$ cat src/rtl/oam_dma_pkg.sv
// Shared PPU defines: register indices, the DMA trigger address and the OAM DMA state encoding.
package oam_dma_pkg;

  localparam logic [2:0]  OAMDATA_IDX  = 3'h4;
  localparam logic [15:0] DMA_REG_ADDR = 16'h4014;

  typedef enum logic [2:0] {
    ST_IDLE,
    ST_HALT,
    ST_ALIGN,
    ST_READ,
    ST_WRITE
  } dma_state_t;

endpackage

$ cat src/rtl/oam_dma.sv
// OAM DMA: copies one CPU page into PPU OAMDATA, halting the CPU for 1+2*OAM_BYTES CPU cycles (+1 to align).
// All state advances on cpu_ce edges; outputs are decoded from state and registers.
module oam_dma
  import oam_dma_pkg::*;
#(
  parameter int         OAM_BYTES   = 256,
  parameter logic [2:0] OAMDATA_REG = OAMDATA_IDX
) (
  input  logic        clk,
  input  logic        rst,
  input  logic        cpu_ce,
  input  logic        reg_wr,
  input  logic [7:0]  reg_data,
  output logic        cpu_rdy,
  output logic        dma_active,
  output logic [15:0] bus_addr,
  output logic        bus_rd,
  input  logic [7:0]  bus_data_i,
  output logic        ppu_cs,
  output logic        ppu_rw,
  output logic [2:0]  ppu_addr,
  output logic [7:0]  ppu_data,
  output logic        done
);

  localparam logic [7:0] IDX_LAST = 8'(OAM_BYTES - 1);

  dma_state_t state, state_nxt;
  logic       p;
  logic [7:0] page;
  logic [7:0] idx;
  logic [7:0] data_q;
  logic       done_q;

  always_ff @(posedge clk) begin
    if (rst) begin
      state <= ST_IDLE;
    end else if (cpu_ce) begin
      state <= state_nxt;
    end
  end

  // p here is the pre-toggle value; the post-HALT parity is its inverse.
  always_comb begin
    state_nxt = state;
    case (state)
      ST_IDLE:  if (reg_wr) state_nxt = ST_HALT;
      ST_HALT:  state_nxt = p ? ST_READ : ST_ALIGN;
      ST_ALIGN: state_nxt = ST_READ;
      ST_READ:  state_nxt = ST_WRITE;
      ST_WRITE: state_nxt = (idx == IDX_LAST) ? ST_IDLE : ST_READ;
      default:  state_nxt = ST_IDLE;
    endcase
  end

  always_ff @(posedge clk) begin
    if (rst) begin
      p      <= 1'b0;
      page   <= 8'h00;
      idx    <= 8'h00;
      data_q <= 8'h00;
      done_q <= 1'b0;
    end else begin
      done_q <= 1'b0;
      if (cpu_ce) begin
        p <= ~p;
        case (state)
          ST_IDLE: begin
            if (reg_wr) begin
              page <= reg_data;
              idx  <= 8'h00;
            end
          end
          ST_READ:  data_q <= bus_data_i;
          ST_WRITE: begin
            idx    <= (idx + 8'd1) & IDX_LAST;
            done_q <= (idx == IDX_LAST);
          end
          default: ;
        endcase
      end
    end
  end

  assign cpu_rdy    = (state == ST_IDLE);
  assign dma_active = (state != ST_IDLE);
  assign bus_rd     = (state == ST_READ);
  assign bus_addr   = (state == ST_READ) ? {page, idx} : 16'h0000;
  assign ppu_cs     = (state == ST_WRITE);
  assign ppu_rw     = (state != ST_WRITE);
  assign ppu_addr   = (state == ST_WRITE) ? OAMDATA_REG : 3'd0;
  assign ppu_data   = (state == ST_WRITE) ? data_q : 8'h00;
  assign done       = done_q;

endmodule
$ cat config.mk
export PLATFORM = sky130hd
export DESIGN_NAME = oam_dma
export DESIGN_NICKNAME = d
export VERILOG_FILES = /design/src/rtl/oam_dma_pkg.sv /design/src/rtl/oam_dma.sv
export SDC_FILE = /design/constraint.sdc
export NUM_CORES = 1
export LEC_CHECK = 0
export BUFFER_PORTS_ARGS = -buffer_cell sky130_fd_sc_hd__buf_4
export CAP_MARGIN = 20
export CORE_ASPECT_RATIO = 0.8
export CORE_MARGIN = 4
export CORE_UTILIZATION = 40
export CTS_BUF_LIST = sky130_fd_sc_hd__clkbuf_2 sky130_fd_sc_hd__clkbuf_4 sky130_fd_sc_hd__clkbuf_8
export DETAILED_ROUTE_END_ITERATION = 7
export PLACE_DENSITY = 0.66
export REMOVE_ABC_BUFFERS = 1
export SYNTH_ARGS = -nofsm -noshare
export SYNTH_HDL_FRONTEND = slang
export SYNTH_SLANG_ARGS = --single-unit
export TNS_END_PERCENT = 30
$ cat constraint.sdc
create_clock -name clk -period 1.8 [get_ports clk]
set_clock_uncertainty 0.05 [all_clocks]
set_input_delay 0.27 -clock clk [delete_from_list [all_inputs] [get_ports clk]]
set_output_delay 0.27 -clock clk [all_outputs]
set_load 0.01 [all_outputs]
* Word level (Yosys, flattened, before mapping)
Cells that the tools add are included.
Cells by class: add/sub/neg operators 1, multiplexer cells 9, reduce and logical (&&, ||, !) cells 8, bitwise gates (word level) 3, equal/unequal tests 7
Operator list (number):
- $mux 16 | 1
- $mux 8 | 2
- $pmux 8 s2 | 1
- $pmux 3 s5 | 1
- $add 8x1->8 const B | 1
- $eq 8x8->1 const B | 1
- $eq 3x2->1 const B | 2
- $mux 3 | 2
- $reduce_and 3->1 | 2
- $reduce_and 2->1 | 2
- $eq 3x1->1 const B | 1
- $eq 3x3->1 const B | 1
- $logic_not 3->1 | 1
- $ne 3x3->1 const B | 1
- $not 1->1 | 3
- $reduce_bool 3->1 | 1
- $reduce_or 3->1 | 1
- $mux 2 | 1
- $ne 2x2->1 const B | 1
- $reduce_bool 2->1 | 1
- $mux 1 | 1
Storage, ports and cells: logic and storage cells 34, flip-flop bits (word level) 29, input bits 20, output and inout port bits 33

* Depth between registers and ports, before layout
depth in word-level cells 3, depth in mapped cells 5, depth with buffers taken out 4

* Worst setup path after synthesis
No wires, ideal clock.
path kind reg2out, start point register state[2], end point output ppu_addr[2], data required time 1480 ps, stages on the path, launching flop included 5, data arrival time 1260 ps, path slack 220 ps, buffers on the path 2, path through dfxtp_1 -> buf_2 -> inv_1 -> nor3_1 -> buf_4
On the way: cells in the longest elaborated chain, start to end 2
Ends and longest elaborated chain:
- start: declaration | RTL line oam_dma.sv:28 | dma_state_t state, state_nxt;
- start signal: assignment | RTL line oam_dma.sv:39 | state <= state_nxt;
- $eq 3x3->1
- via ppu_cs | RTL line oam_dma.sv:19 | output logic ppu_cs,
- $mux 3 | RTL line oam_dma.sv:91 | assign ppu_addr = (state == ST_WRITE) ? OAMDATA_REG : 3'd0;
- end: declaration | RTL line oam_dma.sv:21 | output logic [2:0] ppu_addr,
The timed path passes the listed nets, and every way through them passes these cells.

* Worst setup path in the final report
start point register state[1], end point output bus_addr[2]
On the way: cells in the longest elaborated chain, start to end 2
Ends and longest elaborated chain:
- $eq 3x2->1 | RTL line oam_dma.sv:88 | assign bus_addr = (state == ST_READ) ? {page, idx} : 16'h0000;
- $mux 16 | RTL line oam_dma.sv:88
- end: declaration | RTL line oam_dma.sv:16 | output logic [15:0] bus_addr,
Every way passes these cells.

==> metrics <==
vias per inst 5.33; vias in the first global route 1335; H-Tree Depth 2; global-route usage over all layers 16.2%; top cells by area, synth dfxtp_1 39%, a21oi_1 8.6%, and2_1 6.2%, nand2_1 5.0%, o21ai_0 5.0%; largest net degree at the start of global routing 27; Leakage 0.000857 uW; Maximum Capacitance Violations 0; worst slack, placed 152 ps; WL final 3860 um; fin nets 258; Core Footprint 3520 sq um; Async S/R FF share, synth 0%; crit path time final 1680 ps; DRT iter0 DRCs 178; ANT nets after route 0; Die Wd 76.6 um; worst min path class primary input to flop; Min-Delay Path Depth 3; mean post-synth cell area 7.97 sq um; Setup Buffers After CTS 0; Post-Syn Area 1510 sq um; Crit. End Element output pin; Skew-Pair Late Insertion Delay 270 ps; TritonCTS Buffers 5; register area share after synthesis 38.5%; Worst EP required 1480 ps; top-count cell post-synth dfxtp_1; Synth area leader dfxtp_1; Die Ht 62.9 um; EDFF count, synth 0; Setup crit start kind flop; number of synthesis warnings 0; RSZ-0062 raised after global routing false; area growth from synthesis to layout 31.9%; Worst-Margin Slew 511 ps; Rel. slew slack 65.5%; largest fanout on the critical path 16; Cell variety after synth 41; total grt overflow 0; Worst Slack Setup Final 124 ps; commonest cells in the netlist 29 x dfxtp_1, 26 x a21oi_1, 20 x nand2_1; Reg2Reg Depth 3; Cells after Synth 189; final design utilization 56.5%; HPWL after detailed placement 2780 um; num ports 53; CTS Hold Bufs 0; placed cells 272; Clock Path Buffers 2; Routed WL per cell 13.8 um; Setup CP Type flop to output pin; Final Hold Vio Count 0; critical path arrival 1360 ps; ANT cells 0; fin crit share 93.1%; CTS tree yes; root buf cell clkbuf_8; share of layout cells above drive strength 1 29.4%; gp weighted congestion 0.867; total power 1350 uW; die area 4820 sq um; peak supply drop 0.000496 V; clock-pin slew on the worst setup and hold paths 60 ps; # rows 19; DR pass1 iterations 4; Highest Clock Rate 597 MHz; share of Yosys cell area claimed by the top area cell type 38.5%; IO buf count 50; first-pass GRT wire length 6380 um; outcome finished clean; Sink Count 29; pwr/cell area 681 nW/um^2; final cell count without fillers 280; Final Setup Violations 0; ys flop type dfxtp_1; DRC errors left 0; Initial Util 42.8%; Slew Limit Fails 0; Yosys reg bits 29; via count 1493; initial antenna violation count 0
stage by stage:
step	setup TNS, ps	hold WS [ps]	instance area, sq um
6_report	0	188	1990
5_1_grt	0	184	1990
4_1_cts	0	185	1980
3_5_place_dp	0	394	1890
3_3_place_gp	0	388	1890
2_1_floorplan	-15.2	289	1420
metal layers:
| metal | track usage [%] | vias to the layer above | part of all wire [%] |
|---|---|---|---|
| met3 | 5.76 | 5 | 8.3 |
| met5 | 0 | - | 0 |
| met1 | 22.0 | 665 | 49 |
| met2 | 23.9 | 61 | 42 |
| met4 | 4.75 | 0 | 0.93 |
| li1 | - | 762 | - |
critical path, stage by stage, from the launching register on:
cell and delay [ps]:
dfxtp_1 430, nand2_1 110, nor2_1 100, buf_4 180
and2_1 150, buf_4 120
registers in the layout, indices dropped and copies added, names as in the netlist:
| signal | flops |
|---|---|
| state | 3 |
| idx | 8 |
| p | 1 |
| data_q | 8 |
| done | 1 |
| page | 8 |
report_power, final:
part	switching (uW)	total [uW]	internal (uW)
Combinational	89.2	163	74.1
Sequential	10.3	668	658
Clock	240	522	282
Total	339	1350	1010
repair_timing:
action	4_1_cts	5_1_grt
gates resized for setup	0	2
endpoints found under the hold margin	0	0
endpoints found under the setup margin	0	3
cell usage in the layout, fill, tap and decap left out, drive strengths merged, types with 3 or more instances in the layout:
cell    count
nand2      20
and2       15
o21ai      16
nand3      10
dfxtp      29
nand4       3
buf        56
clkbuf      6
a21oi      26
and3        9
nor2        7
inv         6
or4         3
kinds of logic (layout without fill, tap and decap cells):
kind of cell             count (synthesis)  after routing  share of synthesized area, %
flip-flops                              29             29                          38.5
multiplexers                             1              1                         0.664
AO/OA/AOI/OAI                           50             50                          18.3
other                                    1              2                         0.249
adder cells (fa/ha/maj)                  1              1                         0.830
buffers and inverters                   22             70                          7.39
AND/OR/NAND/NOR                         84             84                          33.5
XOR/XNOR                                 1              1                         0.582
final timing paths:
path	start	slack, ps	to
setup / recovery	state[1]$_SDFFE_PP0P_	120	bus_addr[2]
hold / removal	bus_data_i[6]	190	data_q[6]$_SDFFE_PP0P_
setup reg to reg	state[1]$_SDFFE_PP0P_	170	idx[4]$_SDFFE_PP0P_
hold reg to reg	data_q[1]$_SDFFE_PP0P_	400	data_q[1]$_SDFFE_PP0P_
final cells by class:
| class | count | area [sq um] |
|---|---|---|
| Fill cell | 336 | 1530 |
| Multi-Input combinational cell | 139 | 823 |
| Sequential cell | 29 | 582 |
| Timing Repair Buffer | 56 | 420 |
| Clock buffer | 6 | 76.3 |
| Tap cell | 42 | 52.6 |
| Inverter | 6 | 22.5 |
| Clock inverter | 2 | 10.0 |
Note: power is estimated with default switching activity, not from simulation.
